[src/rtl/fetch_queue.sv]
// Instruction fetch queue: one outstanding memory request, DEPTH-entry FIFO of
// {instr, pc+4} feeding decode, with redirect flush and in-flight response kill.
module fetch_queue #(
    parameter int                DATA_W   = 32,
    parameter int                ADDR_W   = 32,
    parameter int                DEPTH    = 4,
    parameter logic [ADDR_W-1:0] RESET_PC = '0
) (
    input  logic                     CLK,
    input  logic                     RST,
    output logic                     ImemReq,
    output logic [ADDR_W-1:0]        ImemAddr,
    input  logic [DATA_W-1:0]        ImemRdata,
    input  logic                     ImemValid,
    input  logic                     Redirect,
    input  logic [ADDR_W-1:0]        RedirectPC,
    input  logic                     StallD,
    output logic [DATA_W-1:0]        InstrD,
    output logic [ADDR_W-1:0]        PCPlus4D,
    output logic                     ValidD,
    output logic [$clog2(DEPTH):0]   Count
);

    localparam int PTR_W = $clog2(DEPTH);
    localparam int CNT_W = PTR_W + 1;

    logic [ADDR_W-1:0] r_pc;
    logic [ADDR_W-1:0] r_req_pc;
    logic [PTR_W-1:0]  r_rd_ptr;
    logic [PTR_W-1:0]  r_wr_ptr;
    logic [CNT_W-1:0]  r_count;
    logic              r_pending;
    logic              r_kill;

    logic [DATA_W-1:0] r_instr [DEPTH];
    logic [ADDR_W-1:0] r_pc4   [DEPTH];

    logic w_full;
    logic w_resp;
    logic w_push;
    logic w_pop;

    assign w_full = (r_count == CNT_W'(DEPTH));
    assign w_resp = ImemValid && r_pending;
    assign w_pop  = (r_count != '0) && !StallD && !Redirect;
    // A push into a full queue is only legal when the head leaves the same cycle.
    assign w_push = w_resp && !r_kill && !Redirect && (!w_full || w_pop);

    // RST gates the request so the memory sees nothing while held in reset.
    assign ImemReq  = RST && !r_pending && !w_full && !Redirect;
    assign ImemAddr = r_pc;

    assign ValidD   = (r_count != '0);
    assign InstrD   = ValidD ? r_instr[r_rd_ptr] : '0;
    assign PCPlus4D = ValidD ? r_pc4[r_rd_ptr]   : '0;
    assign Count    = r_count;

    always_ff @(posedge CLK or negedge RST) begin
        if (!RST) begin
            r_pc      <= RESET_PC;
            r_req_pc  <= '0;
            r_rd_ptr  <= '0;
            r_wr_ptr  <= '0;
            r_count   <= '0;
            r_pending <= 1'b0;
            r_kill    <= 1'b0;
        end else if (Redirect) begin
            r_pc     <= {RedirectPC[ADDR_W-1:2], 2'b00};
            r_rd_ptr <= '0;
            r_wr_ptr <= '0;
            r_count  <= '0;
            // An in-flight request either dies now or is marked to die on return.
            if (r_pending) begin
                if (ImemValid) begin
                    r_pending <= 1'b0;
                    r_kill    <= 1'b0;
                end else begin
                    r_kill    <= 1'b1;
                end
            end
        end else begin
            if (ImemReq) begin
                r_pending <= 1'b1;
                r_req_pc  <= r_pc;
                r_pc      <= r_pc + ADDR_W'(4);
            end else if (w_resp) begin
                r_pending <= 1'b0;
                r_kill    <= 1'b0;
            end
            if (w_push)
                r_wr_ptr <= r_wr_ptr + PTR_W'(1);
            if (w_pop)
                r_rd_ptr <= r_rd_ptr + PTR_W'(1);
            case ({w_push, w_pop})
                2'b10:   r_count <= r_count + CNT_W'(1);
                2'b01:   r_count <= r_count - CNT_W'(1);
                default: r_count <= r_count;
            endcase
        end
    end

    // Payload storage needs no reset; ValidD masks stale entries.
    always_ff @(posedge CLK) begin
        if (w_push) begin
            r_instr[r_wr_ptr] <= ImemRdata;
            r_pc4[r_wr_ptr]   <= r_req_pc + ADDR_W'(4);
        end
    end

endmodule
[config.mk]
export PLATFORM = sky130hd
export DESIGN_NAME = fetch_queue
export DESIGN_NICKNAME = d
export VERILOG_FILES = /design/src/rtl/fetch_queue.sv
export SDC_FILE = /design/constraint.sdc
export NUM_CORES = 1
export LEC_CHECK = 0
export ABC_CLOCK_PERIOD_IN_PS = 8100
export CORE_MARGIN = 3
export CORE_UTILIZATION = 30
export DETAILED_ROUTE_END_ITERATION = 10
export GPL_ROUTABILITY_DRIVEN = 0
export PLACE_DENSITY = 0.56
export SYNTH_ARGS = -nofsm -noshare
export SYNTH_HDL_FRONTEND = slang
export SYNTH_SLANG_ARGS = --single-unit
[constraint.sdc]
create_clock -name CLK -period 8.1 [get_ports CLK]
set_input_delay 1.62 -clock CLK [delete_from_list [all_inputs] [get_ports CLK]]
set_output_delay 1.62 -clock CLK [all_outputs]
set_load 0.01 [all_outputs]
==> impl_results.md, run 1 <==
* Worst path bufs/invs at 2
* Critical-path top delay cell: buf_4
* Antenna violations before repair at 0
* # diodes at 0
* Clk_lat worst skew at 0.53 ns
* Share of cells above drive strength 1 at 0.172
* Global-route usage over all layers at 0.134
* Total CTS buffers at 38
* First-pass GRT wire length at 49,100 µm
* P per Cell Area at 250 nW/µm²
* Run status: complete, no violations
* WL met2 at 14,500 µm
* R2r startpoint: Count[2]$_DFFE_PN0P_
* Worst setup path startpoint: r_rd_ptr[0]$_DFFE_PN0P_
* Max clock buf depth at 3
* Gate Count Post-Synth at 828
* Min-Delay Path Depth at 1
* Min Tclk post-route at 5.02 ns
* Top cell type's share of synthesized area at 0.552
* # clock sinks at 317
* Pleak at 5.45 nW
* Crit path depth at 4
* Top layer in use: met4
* Max-cap violations at 0
* Cts hold-fix bufs at 0
* Core Rows at 77
* Synth area leaders: edfxtp_1 (55%), dfrtp_1 (13%), mux4_2 (10%)
* Top post-synthesis cells by count: edfxtp_1 (248), dfrtp_1 (69), nor2b_1 (65)
* Yosys reg bits at 317
* Clock skew at 0.0255 ns
* Share of the core filled with cells at 0.385
* Mean Syn Cell Area at 16.3 µm²
* Slew @ Worst Pin at 1.09 ns
* Routed wire length per instance at 19.5 µm
* Number of synthesis warnings at 0
* Htree depth at 2
* Met3 routed WL at 1780 µm
* Initial Util at 0.304
* Placed insts at 1,549
* Worst hold start: r_req_pc[31]$_DFFE_PN0P_
* Netlist cell types at 55
* IO buf count at 163
* Most numerous cell in the Yosys netlist: edfxtp_1
* Total wire length at 31,500 µm
* Sequential area share after synthesis at 0.680
* Vias in the first global route at 8,174
* DRT iter0 DRCs at 481
* Postcts setup bufs at 0
* Setup tns final at 0 ns
* Synthesis-to-finish area growth at 26.4%
* Largest net degree at the start of global routing at 67
* Routed Antenna Nets at 0
* Crit path arrival time at 3.40 ns
* Root buf cell: clkbuf_16
* Via count at 7,825
* Clk slew on worst S/H paths at 0.06 ns
* # nets final at 1,073
* Pins Over Slew Limit at 0
* Hold Fails Final Rpt at 0
* Die height at 218 µm
* EDFF count, synth at 248
* Crit end category: primary output
* Worst setup path category: reg2out
* Crit share post-route at 0.619
* Crit Path Max Fanout at 43
* Top_reg_cell synth: edfxtp_1
* Synth Cell Area at 13,500 µm²
* Yosys top cell by area: edfxtp_1
* Die X at 218 µm
* Worst R2R Path Depth at 4
* Setup crit start kind: flop
* Max stage delay on crit path at 0.81 ns
* Drt first pass iters at 7
* DRC errors left at 0
* Total Die Area at 47,500 µm²
* Flop-to-flop setup slack at 5.00 ns
* Worst Path Required at 6.48 ns
* RSZ-0062 raised after global routing: no
* Detailed placement HPWL at 19,500 µm
* Critical Path, Cell by Cell: buf_4 > mux4_2 > nor2b_1 > clkdlybuf4s50_1
* CP top delay family: buffers and inverters
* Metal-1 WL at 14,600 µm
* Final Non-Filler Cells at 1,615
* DR vias/cell at 4.85
* Slew margin rel. at 0.266
* Number of I/O pins at 170
* Final Setup Violations at 0
* Max VDD drop at 130 µV
* Type of the tightest min-delay check: reg2reg
* Post-cts resize count at 0
* CTS tree: built
* Ys async rst share at 0.218
* Grt ovf at 0
* CORE AREA at 44,300 µm²
* Upper clock frequency limit at 0.199 GHz
-- final timing paths --
| path | end |
|---|---|
| worst min register to register | r_req_pc[31]$_DFFE_PN0P_ |
| worst max-delay path | PCPlus4D[10] |
| min in group asynchronous | r_req_pc[31]$_DFFE_PN0P_ |
| max in group asynchronous | r_rd_ptr[0]$_DFFE_PN0P_ |
| worst min-delay path | r_req_pc[31]$_DFFE_PN0P_ |
| worst max register to register | r_instr[0][16]$_DFFE_PP_ |
-- where the power goes --
part / total (W) / internal (W) / switching, W
logic: 0.000533 / 0.000272 / 0.000261
registers: 0.00200 / 0.00189 / 0.000112
clock network: 0.00172 / 0.00108 / 0.000637
-- routing by layer --
metal / vias to the layer above / GRT usage
met5: - / 0
li1: 3569 / -
met4: 0 / 0.0407
met1: 3995 / 0.186
met2: 219 / 0.212
met3: 42 / 0.0297
-- layout make-up --
cell class              instances  area (µm²)
inverters                      14        52.6
clock inverters                18         223
repair buffers                175        1720
flip-flops and latches        317        9180
clock buffers                  48        1060
well taps                     592         741
multi-input cells             451        4070
fillers                      4196       27300
-- state kept, by name, summed over array words and instances (netlist names), 2 cells and up --
| signal | flops |
|---|---|
| r_wr_ptr | 2 |
| r_req_pc | 30 |
| ImemAddr | 30 |
| r_instr | 128 |
| r_rd_ptr | 2 |
| Count | 3 |
| r_pc4 | 120 |
-- layout by cell type, fill, tap and decap left out, types with 14 or more instances in the layout --
master,synthesis,final
xnor2_1,29,29
clkdlybuf4s50_1,0,162
nand2_1,31,31
clkbuf_16,0,39
or4_1,17,17
mux4_2,62,62
a31oi_1,15,15
edfxtp_1,248,248
nor2b_1,65,65
mux2_2,30,30
nand3_1,33,33
nand4_1,21,21
o31ai_1,14,14
nor2_1,22,22
dfrtp_1,69,67
-- worst reg2reg max path, delay by kind of cell (launching register included) --
| family | cells | cell delay, ns |
|---|---|---|
| compound gates | 1 | 0.85 |
| buf+inv | 1 | 0.77 |
| flops | 1 | 0.49 |
| simple gates | 2 | 0.54 |
-- through the flow --
| step | setup WS (ns) | instance area (µm²) | hold slack [ns] | total power, W |
|---|---|---|---|---|
| 2_1_floorplan | 3.82 | 13500 | 0.497 | 0.00230 |
| 3_3_place_gp | 3.20 | 15800 | 0.516 | 0.00257 |
| 3_5_place_dp | 3.19 | 15800 | 0.529 | 0.00258 |
| 4_1_cts | 2.93 | 17000 | 0.543 | 0.00433 |
| 5_1_grt | 2.80 | 17000 | 0.568 | 0.00444 |
| 6_report | 3.08 | 17000 | 0.539 | 0.00425 |
-- cell families (layout without fill, tap and decap cells) --
kind of cell	count (synthesis)	count (layout)	synth area share
AND/OR/NAND/NOR	242	242	0.105
buffers and inverters	63	255	0.0199
XOR/XNOR	38	38	0.0247
multiplexers	96	96	0.132
AO/OA/AOI/OAI	64	64	0.0314
other	1	4	0.000278
adder cells (fa/ha/maj)	7	7	0.00705
flip-flops	317	317	0.680
Note: power is estimated with default switching activity, not from simulation.
==> run 2: changes to the inputs <==
--- a/config.mk
+++ b/config.mk
@@ -5,7 +5,7 @@
 export SDC_FILE = /design/constraint.sdc
 export NUM_CORES = 1
 export LEC_CHECK = 0
-export ABC_CLOCK_PERIOD_IN_PS = 8100
+export ABC_CLOCK_PERIOD_IN_PS = 5110
 export CORE_MARGIN = 3
 export CORE_UTILIZATION = 30
 export DETAILED_ROUTE_END_ITERATION = 10
==> constraint.sdc (replaced) <==
create_clock -name CLK -period 5.11 [get_ports CLK]
set_input_delay 1.022 -clock CLK [delete_from_list [all_inputs] [get_ports CLK]]
set_output_delay 1.022 -clock CLK [all_outputs]
set_load 0.01 [all_outputs]
==> run 2 against run 1 <==
Sequential share of layout area fell by 0.087 points. Critical endpoint is now PCPlus4D[20]. Combinational power up 58%. Critical path depth is the same. Hold slack better by 0.0060 ns. Design area is 0.16% higher. Largest cell class unchanged.
==> impl_results.md, run 2 (synthesized netlist as in run 1, its figures left out) <==
* Number of I/O pins at 170
* Postcts setup bufs at 0
* Setup tns final at 0 ns
* Setup crit start kind: flop
* Type of the tightest min-delay check: reg2reg
* Total wire length at 31,600 µm
* Switch share at 0.242
* Root buf cell: clkbuf_16
* Worst Path Required at 4.09 ns
* Commonest cells after routing, fill and taps aside: edfxtp_1 (248), clkdlybuf4s50_1 (162), dfrtp_1 (67)
* P per Cell Area at 390 nW/µm²
* Max-cap violations at 0
* Clk pwr share at 0.397
* Clock skew at 0.0182 ns
* Net load switching power at 0.00161 W
* Most flops, register: r_instr
* Critical Path, Cell by Cell: buf_4 > mux4_2 > nor2b_1 > clkdlybuf4s50_1
* # diodes at 0
* Die height at 218 µm
* Largest net degree at the start of global routing at 43
* Crit end category: primary output
* Die X at 218 µm
* Pleak at 5.47 nW
* Crit path arrival time at 2.98 ns
* Top flop regs: r_instr (128), r_pc4 (120)
* Final Setup Violations at 0
* Min Tclk post-route at 4.00 ns
* Post-cts resize count at 0
* Max clock buf depth at 3
* Most common cell after layout, fill and taps aside: edfxtp_1
* Slew @ Worst Pin at 1.10 ns
* Worst setup path category: reg2out
* Critical-path top delay cell: dfrtp_4
* Vias in the first global route at 8,211
* Max reg flops at 128
* Worst path bufs/invs at 2
* Power after layout at 0.00666 W
* Max stage delay on crit path at 0.92 ns
* Drt first pass iters at 6
* Clk_lat worst skew at 0.52 ns
* Slew margin rel. at 0.261
* Via count at 7,812
* Grt ovf at 0
* CORE AREA at 44,300 µm²
* Logic pwr share at 0.126
* Synthesis-to-finish area growth at 26.6%
* Cts hold-fix bufs at 0
* Share of cells above drive strength 1 at 0.177
* Routed Antenna Nets at 0
* Fillcell total at 4,165
* # clock sinks at 317
* Total Die Area at 47,500 µm²
* Crit Path Max Fanout at 36
* Upper clock frequency limit at 0.250 GHz
* Worst hold margin at 0.545 ns
* Run status: complete, no violations
* # nets final at 1,078
* Detailed placement HPWL at 20,600 µm
* Hold Fails Final Rpt at 0
* Routed wire length per instance at 19.5 µm
* DRC errors left at 0
* DRT iter0 DRCs at 557
* Pins Over Slew Limit at 0
* Core Rows at 77
* IO buf count at 163
* Initial Util at 0.304
* Final Non-Filler Cells at 1,622
* First-pass GRT wire length at 49,500 µm
* RSZ-0062 raised after global routing: no
* CP top delay family: flip-flops
* Global-route usage over all layers at 0.135
* Crit share post-route at 0.784
* Sequential share of power at 0.477
* Placed insts at 1,555
* Total CTS buffers at 37
* Antenna violations before repair at 0
* CTS tree: built
* DR vias/cell at 4.82
* Int Pwr at 0.00504 W
* Htree depth at 2
* Max VDD drop at 208 µV
* Clk slew on worst S/H paths at 0.06 ns
run 2: cell count changes in the layout (fill, tap and decap cells not counted), sizes merged:
cell / before / now
clkbuf: 48 / 46
clkinvlp: 3 / 2
bufinv: 5 / 4
buf: 13 / 19
inv: 15 / 14
clkinv: 9 / 15
run 2: power groups by stage:
stage / Clock, W / Combinational, W / Sequential [W]
floorplan: 0 / 0.000490 / 0.00316
global placement: 0 / 0.000846 / 0.00323
detailed placement: 0 / 0.000860 / 0.00323
CTS: 0.00272 / 0.000863 / 0.00318
global route: 0.00283 / 0.000927 / 0.00321
finish: 0.00264 / 0.000840 / 0.00318
run 2: worst reg2reg max path: stages, from the launching register on:
cell and delay [ns]:
dfrtp_1 0.51, nor3_2 0.25, buf_4 0.41, nor4_1 0.12
fa_1 0.44, or4_1 0.51, a21o_1 0.19, a31oi_1 0.16
run 2: cell type report:
type	count	area, µm²	area share
repair buffers	181	1800	0.105
multi-input cells	451	4070	0.238
well taps	592	741	0.0434
flip-flops and latches	317	9180	0.538
clock buffers	46	1010	0.0593
clock inverters	21	215	0.0126
inverters	14	52.6	0.00308
run 2: through the flow:
step	instance area (µm²)	util	setup WS, ns
after floorplan	13500	-	1.43
after global placement	15800	0.357	1.51
after detailed placement	15800	0.357	1.52
after CTS	17100	0.385	0.953
after global routing	17100	0.385	0.874
final	17100	0.385	1.11
run 2: worst paths after layout:
| kind | startpoint | end | slack, ns | depth (start not counted) |
|---|---|---|---|---|
| setup / recovery | r_rd_ptr[0]$_DFFE_PN0P_ | PCPlus4D[20] | 1.11 | 4 |
| hold / removal | r_req_pc[31]$_DFFE_PN0P_ | r_req_pc[31]$_DFFE_PN0P_ | 0.55 | 1 |
| setup reg to reg | Count[1]$_DFFE_PN0P_ | Count[2]$_DFFE_PN0P_ | 2.44 | 7 |
| hold reg to reg | r_req_pc[31]$_DFFE_PN0P_ | r_req_pc[31]$_DFFE_PN0P_ | 0.55 | 1 |
| max in group asynchronous | RST | r_rd_ptr[0]$_DFFE_PN0P_ | 3.56 | 3 |
| min in group asynchronous | RST | ImemAddr[21]$_DFFE_PN0P_ | 0.61 | 2 |
run 2: layer usage:
layer,track usage,up-vias,share of wire
li1,-,3602,-
met1,0.187,3922,0.46
met2,0.215,241,0.46
met3,0.0314,47,0.060
met4,0.0350,0,0.020
met5,0,-,0
